<file path="src/rtl/mux_pkg.sv">
// Shared definitions for the mux_pipe_stage select stage: FSM state encoding
// and default parameter values.
package mux_pkg;

  localparam int DEF_WIDTH  = 32;
  localparam int DEF_NUM_IN = 4;
  localparam int DEF_SEL_W  = 2;

  typedef enum logic [1:0] {
    ST_EMPTY = 2'd0,
    ST_FULL  = 2'd1,
    ST_SKID  = 2'd2
  } state_e;

endpackage

</file>
<file path="src/rtl/mux_sel_n.sv">
// Purely combinational NUM_IN:1 word select with an out-of-range flag.
// A select that matches no input yields a zero word and err_o = 1.
module mux_sel_n #(
  parameter int WIDTH  = 32,
  parameter int NUM_IN = 4,
  parameter int SEL_W  = 2
) (
  input  logic [NUM_IN*WIDTH-1:0] data_i,
  input  logic [SEL_W-1:0]        sel_i,
  output logic [WIDTH-1:0]        data_o,
  output logic                    err_o
);

  always_comb begin
    data_o = '0;
    err_o  = 1'b1;
    for (int k = 0; k < NUM_IN; k++) begin
      if (sel_i == SEL_W'(k)) begin
        data_o = data_i[k*WIDTH +: WIDTH];
        err_o  = 1'b0;
      end
    end
  end

endmodule

</file>
<file path="src/rtl/mux_pipe_stage.sv">
// NUM_IN-way select stage with one output register and valid/ready handshake.
// Define MUX_SKID_EN to add a one-entry skid register so in_ready comes from state only.
module mux_pipe_stage
  import mux_pkg::*;
#(
  parameter int WIDTH  = DEF_WIDTH,
  parameter int NUM_IN = DEF_NUM_IN,
  parameter int SEL_W  = DEF_SEL_W
) (
  input  logic                    clk,
  input  logic                    rst,
  input  logic                    flush,
  input  logic [NUM_IN*WIDTH-1:0] in_data,
  input  logic [SEL_W-1:0]        in_sel,
  input  logic                    in_valid,
  output logic                    in_ready,
  output logic [WIDTH-1:0]        out_data,
  output logic                    out_err,
  output logic                    out_valid,
  input  logic                    out_ready,
  output logic [1:0]              state_o
);

  // Handshake: a beat is accepted when in_valid & in_ready and popped when
  // out_valid & out_ready, both at the rising edge; upstream holds data until accepted.

  state_e state_q, state_d;
  logic   acc, pop;

  logic [WIDTH-1:0] sel_data;
  logic             sel_err;

  logic [WIDTH-1:0] data_q, data_d;
  logic             err_q, err_d;
`ifdef MUX_SKID_EN
  logic [WIDTH-1:0] skid_data_q, skid_data_d;
  logic             skid_err_q, skid_err_d;
`endif

  mux_sel_n #(
    .WIDTH  (WIDTH),
    .NUM_IN (NUM_IN),
    .SEL_W  (SEL_W)
  ) u_sel (
    .data_i (in_data),
    .sel_i  (in_sel),
    .data_o (sel_data),
    .err_o  (sel_err)
  );

  always_ff @(posedge clk) begin
    if (rst) state_q <= ST_EMPTY;
    else     state_q <= state_d;
  end

  always_comb begin
    state_d = state_q;
    if (flush) begin
      state_d = ST_EMPTY;
    end else begin
      case (state_q)
        ST_EMPTY: if (acc) state_d = ST_FULL;
        ST_FULL: begin
`ifdef MUX_SKID_EN
          if (acc && !pop)      state_d = ST_SKID;
          else if (pop && !acc) state_d = ST_EMPTY;
`else
          if (pop && !acc) state_d = ST_EMPTY;
`endif
        end
`ifdef MUX_SKID_EN
        ST_SKID: if (pop) state_d = ST_FULL;
`endif
        default: state_d = ST_EMPTY;
      endcase
    end
  end

  // Skid build: ready depends only on the state flop, never on out_ready.
  always_comb begin
    out_valid = (state_q != ST_EMPTY);
    pop       = out_valid & out_ready;
`ifdef MUX_SKID_EN
    in_ready  = ~rst & ~flush & (state_q != ST_SKID);
`else
    in_ready  = ~rst & ~flush & (~out_valid | out_ready);
`endif
    acc       = in_valid & in_ready;
    state_o   = state_q;
  end

  always_comb begin
    data_d = data_q;
    err_d  = err_q;
`ifdef MUX_SKID_EN
    skid_data_d = skid_data_q;
    skid_err_d  = skid_err_q;
    if (state_q == ST_SKID && pop) begin
      data_d = skid_data_q;
      err_d  = skid_err_q;
    end else if (acc && (state_q == ST_EMPTY || pop)) begin
      data_d = sel_data;
      err_d  = sel_err;
    end else if (acc) begin
      skid_data_d = sel_data;
      skid_err_d  = sel_err;
    end
`else
    if (acc) begin
      data_d = sel_data;
      err_d  = sel_err;
    end
`endif
  end

  always_ff @(posedge clk) begin
    if (rst) begin
      data_q <= '0;
      err_q  <= 1'b0;
`ifdef MUX_SKID_EN
      skid_data_q <= '0;
      skid_err_q  <= 1'b0;
`endif
    end else begin
      data_q <= data_d;
      err_q  <= err_d;
`ifdef MUX_SKID_EN
      skid_data_q <= skid_data_d;
      skid_err_q  <= skid_err_d;
`endif
    end
  end

  assign out_data = data_q;
  assign out_err  = err_q;

endmodule

</file>
<file path="config.mk">
export PLATFORM = sky130hd
export DESIGN_NAME = mux_pipe_stage
export DESIGN_NICKNAME = d
export VERILOG_FILES = /design/src/rtl/mux_pkg.sv /design/src/rtl/mux_sel_n.sv /design/src/rtl/mux_pipe_stage.sv
export SDC_FILE = /design/constraint.sdc
export NUM_CORES = 1
export LEC_CHECK = 0
export BUFFER_PORTS_ARGS = -buffer_cell sky130_fd_sc_hd__buf_2
export CAP_MARGIN = 25
export CORE_UTILIZATION = 41
export CTS_CLUSTER_SIZE = 16
export DETAILED_ROUTE_END_ITERATION = 10
export GPL_ROUTABILITY_DRIVEN = 1
export PLACE_DENSITY = 0.82
export SETUP_SLACK_MARGIN = 0.4
export SLEW_MARGIN = 20
export SYNTH_ARGS = -nofsm -noshare
export SYNTH_HDL_FRONTEND = slang
export SYNTH_HIERARCHICAL = 1
export SYNTH_SLANG_ARGS = --single-unit
export TNS_END_PERCENT = 1
</file>
<file path="constraint.sdc">
create_clock -name clk -period 1.6 [get_ports clk]
set_input_delay 0.48 -clock clk [delete_from_list [all_inputs] [get_ports clk]]
set_output_delay 0.48 -clock clk [all_outputs]
set_load 0.005 [all_outputs]
</file>
== Yosys cells after proc, flatten, opt, wreduce, memory -nomap -nowiden ==
Cells that the tools add are included.

* Register bits: 35
* Input port bits: 135
* Output and inout port bits: 37
* Word-level logic and storage cells: 35

* Eq/ne operators: 6
* Mux-type cells: 11
* Bitwise operators: 8
* Reduce and logical (&&, ||, !) cells: 7

{| class="wikitable"
|+ Operator list
! kind !! number
|-
| $mux W32 || 4
|-
| $and A1 B1 Y1 || 4
|-
| $eq A2 B1 Y1 const B || 2
|-
| $eq A2 B2 Y1 const B || 2
|-
| $logic_not A2 Y1 || 2
|-
| $mux W1 || 4
|-
| $mux W2 || 2
|-
| $ne A2 B2 Y1 const B || 2
|-
| $pmux W2 S2 || 1
|-
| $not A1 Y1 || 3
|-
| $reduce_and A2 Y1 || 1
|-
| $reduce_bool A2 Y1 || 1
|-
| $reduce_or A2 Y1 || 1
|-
| $logic_and A1 B1 Y1 || 1
|-
| $logic_not A1 Y1 || 1
|-
| $or A1 B1 Y1 || 1
|}

== Longest topological paths before layout ==
Gate-level depths: netlist (run 1).

* Depth in word-level cells: 9
* Gate-level depth with buffers: 5
* Mapped depth without buffers: 3

== Modules after synthesis ==
The synthesis (run 1) kept the hierarchy.

{| class="wikitable"
|+ By module, submodules not included
! module !! instances !! cells an instance !! area an instance (um2)
|-
| mux_pipe_stage || 1 || 167 || 1539.0
|-
| mux_sel_n || 1 || 41 || 825.8
|}

== Least setup slack after synthesis (run 1) ==
OpenSTA, ideal clock, no wires.

* Path kind: input to output
* Start: input port flush
* End: output port in_ready
* Arrival time: 1001 ps
* Slack: 119 ps
* Cell stages on the path: 3
* Cells stage by stage: buf_2 > buf_2 > nor3_1

* Cells in the longest elaborated chain, start to end: 3

{| class="wikitable"
|+ Ends and longest elaborated chain
! element !! line !! text
|-
| start: declaration || mux_pipe_stage.sv:12 || <nowiki>input logic flush,</nowiki>
|-
| $not A1 Y1 || mux_pipe_stage.sv:86 || <nowiki>in_ready = ~rst & ~flush & (~out_valid | out_ready);</nowiki>
|-
| $and A1 B1 Y1 (2 in a row) || mux_pipe_stage.sv:86 ||
|-
| end: declaration || mux_pipe_stage.sv:16 || <nowiki>output logic in_ready,</nowiki>
|}

Every way passes these cells.

== Worst setup path in the final report (run 1) ==
* Start: register state_q[0] (netlist: state_o[0])
* End: output port in_ready

* Cells in the longest elaborated chain, start to end: 4

{| class="wikitable"
|+ Ends and longest elaborated chain
! element !! line !! text
|-
| start: declaration || mux_pipe_stage.sv:27 || <nowiki>state_e state_q, state_d;</nowiki>
|-
| start signal: assignment || mux_pipe_stage.sv:53 || <nowiki>else state_q <= state_d;</nowiki>
|-
| $reduce_bool A2 Y1 || mux_pipe_stage.sv:81 || <nowiki>out_valid = (state_q != ST_EMPTY);</nowiki>
|-
| $not A1 Y1 || mux_pipe_stage.sv:86 ||
|-
| $or A1 B1 Y1 || mux_pipe_stage.sv:86 ||
|-
| $and A1 B1 Y1 || mux_pipe_stage.sv:86 ||
|}

Every way passes these cells.

==> out/qor.yml, run 1 <==
timing:
  rsz0062_at_grt: "true"
  slew_violations: 0
  fmax_ghz: 0.707
  relSlewSlack: 0.624
  setup_violations: 0
  tightest_slew_ns: 0.563
  post-route-period-util: 0.884
  min_period_ns: 1.41
  fin_setup_tns_ns: 0
  skew_ns: 0.00384
  hold_viol_final: 0
yosys:
  synth_top_family_by_area: "multiplexers"
  synth_simple_gate_area_frac: 0.155
  async_reset_ff_frac: 0
  ys_types: 19
  synth_top_area_frac: 0.288
  syn-num-nets: 343
  synth_edf_count: 0
  yosys-top-cells-area: "dfxtp_1 (29%), mux4_2 (29%), o311ai_1 (12%), nand4_1 (8.7%), nand2_1 (5.2%)"
  synth_compound_area_frac: 0.125
  syn_area_sq_um: 2360
  yosysWarnings: 6
  synth-xor-area-share: 0
  yosys_register_bits: 34
  synthMuxAreaShare: 0.308
  synthTopCellsByCount: "dfxtp_1 (34), nand2_1 (33), nand4_1 (33), o311ai_1 (33), mux4_2 (30)"
  yosysSeqAreaShare: 0.288
  synth_adder_area_share: 0
  synthCells: 208
  synth.most_common_cell: "dfxtp_1"
  ys.flop_type: "dfxtp_1"
  yosysTopAreaCell: "dfxtp_1"
  postSynthAreaPerCell_sq_um: 11.4
route:
  drc_errors: 0
  via_per_inst: 5.70
  wire_per_inst_microns: 15.8
  vias: 2478
  wl_microns: 6860
  dr.pass1.iters: 4
  drt_iter0_markers: 88
  postRouteAntennaNets: 0
setup_path:
  reg2regPathDepth: 4
  cpPeakStageDelay_ns: 0.32
  cp.arrival_ns: 0.93
  rr_startpoint: "state_o[0]"
  worstSetupPathType: "reg2out"
  r2r-end: "out_data[8]"
  crit_path_start_kind: "flop"
  r2r_setup_slack_ns: 0.41
  crit_fanout: 2
  worstPathCellList: "nor2b_4, nor3_2, buf_2"
  endpoint_kind: "output pin"
  slowest_stage: "dfxtp_2"
  critPathRequiredTime_ns: 1.12
worst_hold_path:
  min_path_type: "reg2reg"
  holdPathStages: 2
  min-delay-start: "out_data[15]"
  min_to: "out_data[15]"
clock_network:
  clkSlewWorstSetupHoldPaths_ns: 0.06
  clkSinkCount: 34
  clk_latency_ns: 0.27
  cts_inserted_buffers: 5
  cts_buffer_depth: 2
  cts_tree: "built"
  htreeDepth: 2
  cts-root-buf: "clkbuf_8"
placed_design:
  port_buffers: 170
  gp_congestion: 0.735
  hpwl_microns: 5220
  placed_cell_area_sq_um: 3170
global_route:
  antenna_found_initial: 0
  gr-total-overflow: 0
  grt_pass1_vias: 2490
  grt_max_degree: 35
  grtUsageTotal: 0.231
  grt_pass1_wl_microns: 11100
floorplanning:
  initial_core_util: 0.427
  core_area_sq_um: 5540
  die_w_microns: 77.9
  pin_count: 172
  rows: 27
  die_h_microns: 77.9
  die_area_sq_um: 6080
status:
  status: "finished clean"
cells_and_area:
  n_antenna_cell: 0
  drive_above_1_share: 0.620
  area_growth_pct: 37.7
  stdcell_area_sq_um: 3260
  nNetsFinal: 499
run:
  drv_cap: 0
power:
  power_density_nw_per_um2: 647
  irDropWorstVdd_uv: 333
  power.total_mw: 2.11
  p_leak_nw: 1.64
[metrics by stage]
| stage | hold slack, ns | cells | util | setup slack [ns] |
|---|---|---|---|---|
| 2_1_floorplan | 0.459 | 208 | - | 0.165 |
| 6_report | 0.461 | 435 | 0.588 | 0.186 |
| 3_5_place_dp | 0.457 | 428 | 0.571 | -0.0499 |
| 3_3_place_gp | 0.447 | 428 | 0.571 | -0.0241 |
| 5_1_grt | 0.473 | 435 | 0.588 | 0.127 |
| 4_1_cts | 0.466 | 435 | 0.588 | 0.170 |
[state kept, by name (all words and copies together) (netlist names)]
signal	cells
state_o	1
out_data	32
out_err	1
[critical path: cells and delay by family, from the launching register on]
| family | cells | cell delay [ns] |
|---|---|---|
| AND/OR/NAND/NOR | 2 | 0.21 |
| flip-flops | 1 | 0.32 |
| buffers and inverters | 1 | 0.13 |
[final cells by class]
type / count / area, sq um
repair buffers: 183 / 986
well taps: 72 / 90.1
inverters: 2 / 12.5
fillers: 512 / 2280
flip-flops and latches: 34 / 682
multi-input cells: 138 / 1400
clock buffers: 6 / 82.6
[worst max path at each step]
stage / start / end / slack (ns) / cells after the start
final: state_o[0] / in_ready / 0.19 / 3
after global routing: state_o[0] / in_ready / 0.13 / 3
after CTS: state_o[0] / in_ready / 0.17 / 3
after detailed placement: in_sel[0] / out_data[0] / -0.05 / 5
after global placement: in_sel[0] / out_data[0] / -0.02 / 5
after floorplan: in_sel[0] / out_data[18] / 0.17 / 5
[per-layer routing]
layer  GRT usage  share of wire  vias up
li1            -              -     1165
met1       0.270           0.39     1175
met2       0.420           0.52      132
met3      0.0565          0.086        6
met4      0.0630         0.0095        0
met5           0              0        -
[cell families after synthesis]
logic type / after synthesis
simple gates: 70
compound gates: 34
other cells: 2
flops: 34
mux: 32
buf+inv: 36
[power by group]
part / total [mW] / internal (mW) / switching [mW]
Combinational: 0.581 / 0.333 / 0.248
Sequential: 0.921 / 0.897 / 0.0242
Clock: 0.605 / 0.331 / 0.273
[cell usage in the layout, fill, tap and decap left out, drive strengths merged]
| cell type | count |
|---|---|
| buf | 183 |
| dfxtp | 34 |
| nand4 | 33 |
| o311ai | 33 |
| nand2 | 33 |
| mux4 | 32 |
| clkbuf | 6 |
| conb | 2 |
| inv | 2 |
| nor2b | 1 |
| nor3 | 1 |
| nand2b | 1 |
| nor2 | 1 |
| a21boi | 1 |
[timing repair]
action	4_1_cts	5_1_grt
endpoints found under the setup margin	66	69
hold buffers	0	0
setup buffers	1	0
resized for setup	1	0
No activity file was read; power rests on OpenSTA's default activity.
==> run 2, diff against run 1 <==
CORE_ASPECT_RATIO = 0.9   (was unset)
==> out/qor.yml, run 2 (synthesized netlist as in run 1, its figures left out) <==
setup_path:
  critPathBufInv: 2
  r2r_setup_slack_ns: 0.40
  endpoint_kind: "flop"
  cp.arrival_ns: 1.59
  worstPathCellList: "buf_2, buf_12, mux4_1, nand4_1, nand2_1"
  cp_top_family: "multiplexers"
  cpPeakStageDelay_ns: 0.60
  slowest_stage: "mux4_1"
  crit_path_start_kind: "input port"
  rr_startpoint: "state_o[0]"
  worstSetupPathType: "in2reg"
  r2r-end: "out_data[3]"
  crit_fanout: 19
  critPathRequiredTime_ns: 1.77
  reg2regPathDepth: 4
placed_design:
  dp.cells: 422
  port_buffers: 170
  gp_congestion: 0.770
  dpl_worst_slack_ns: -0.116
  hpwl_microns: 5520
timing:
  setup_violations: 0
  min_period_ns: 1.42
  fmax_ghz: 0.703
  post-route-period-util: 0.890
  tightest_slew_ns: 0.595
  relSlewSlack: 0.602
  timing.hold.ws_ns: 0.464
  skew_ns: 0.00277
  hold_viol_final: 0
  setup_slack_ns: 0.177
  rsz0062_at_grt: "true"
  slew_violations: 0
clock_network:
  cts_tree: "built"
  clk_latency_ns: 0.28
  htreeDepth: 2
  clkSlewWorstSetupHoldPaths_ns: 0.07
  cts_inserted_buffers: 5
  cts-root-buf: "clkbuf_8"
  clkSinkCount: 34
  ctsHoldBuffers: 0
  cts_buffer_depth: 2
power:
  combPwrFrac: 0.259
  switching_share: 0.264
  pwr-share-seq: 0.408
  irDropWorstVdd_uv: 451
  power.total_mw: 2.26
  clkPwrFrac: 0.332
  p_sw_uw: 597
  power_density_nw_per_um2: 691
  p_leak_nw: 1.65
  internal-power_mw: 1.66
floorplanning:
  pin_count: 172
  rows: 25
  die_w_microns: 82.1
  core_area_sq_um: 5410
  initial_core_util: 0.437
  die_area_sq_um: 6080
  die_h_microns: 74.1
worst_hold_path:
  holdPathStages: 2
  min_to: "out_data[24]"
  min-delay-start: "out_data[24]"
  min_path_type: "reg2reg"
cells_and_area:
  nFillCells: 469
  final_common_cell: "buf_2"
  layout.cells.non_filler: 431
  area_growth_pct: 38.3
  n_antenna_cell: 0
  largest_register_ff_count: 32
  drive_above_1_share: 0.621
  finish.utilization: 0.604
  nNetsFinal: 498
  layout_common_cells: "buf_2 (170), nand4_1 (33), o311ai_1 (33), nand2_1 (33), dfxtp_1 (33)"
global_route:
  antenna_found_initial: 0
  grt_max_degree: 35
  grtUsageTotal: 0.248
  gr-total-overflow: 0
  grt_pass1_vias: 2429
  grt_pass1_wl_microns: 11200
run:
  drv_cap: 0
route:
  wire_per_inst_microns: 17.4
  vias: 2506
  wl_microns: 7490
  drc_errors: 0
  drt_iter0_markers: 65
  postRouteAntennaNets: 0
  dr.pass1.iters: 6
  via_per_inst: 5.81
status:
  status: "finished clean"
-- run 2: what timing repair did --
item | 4_1_cts | 5_1_grt
setup endpoints to repair | 69 | 69
buffers inserted | 1 | 0
resized for setup | 1 | 0
-- run 2: metal layers --
| metal | vias up | global-route usage | part of all wire |
|---|---|---|---|
| li1 | 1165 | - | - |
| met1 | 1211 | 0.281 | 0.37 |
| met2 | 120 | 0.450 | 0.54 |
| met3 | 10 | 0.0748 | 0.076 |
| met4 | 0 | 0.0721 | 0.013 |
| met5 | - | 0 | 0 |
-- run 2: worst min-delay path: stages (launching register included) --
cell and delay [ns]:
dfxtp_1 0.31, o311ai_1 0.06, nand2_1 0.05
-- run 2: cell type report --
class	count	area [sq um]	share of cell area
inverters	2	12.5	0.00383
well taps	67	83.8	0.0256
clock buffers	8	110	0.0337
repair buffers	182	978	0.299
flip-flops and latches	34	682	0.208
multi-input cells	138	1400	0.429
-- run 2: power groups by stage --
stage | logic [mW] | registers [mW] | clock network, mW
floorplan | 0.340 | 0.944 | 0
CTS | 0.588 | 0.922 | 0.763
global route | 0.631 | 0.927 | 0.813
global placement | 0.563 | 0.938 | 0
detailed placement | 0.585 | 0.941 | 0
finish | 0.586 | 0.922 | 0.751
-- run 2: worst max-delay path by stage --
stage / cells after the start / slack (ns) / endpoint / startpoint
CTS: 3 / 0.17 / in_ready / state_o[0]
global placement: 5 / -0.03 / out_data[0] / in_sel[0]
detailed placement: 5 / -0.12 / out_data[0] / in_sel[0]
global route: 3 / 0.13 / in_ready / state_o[0]
floorplan: 5 / 0.17 / out_data[18] / in_sel[0]
finish: 5 / 0.18 / out_data[0] / in_sel[0]
-- run 2: metrics by stage --
| step | TNS (ns) | instance area [sq um] |
|---|---|---|
| 6_report | 0 | 3270 |
| 5_1_grt | 0 | 3270 |
| 4_1_cts | 0 | 3270 |
| 3_5_place_dp | -0.719 | 3150 |
| 3_3_place_gp | -0.0329 | 3150 |
| 2_1_floorplan | 0 | 2380 |
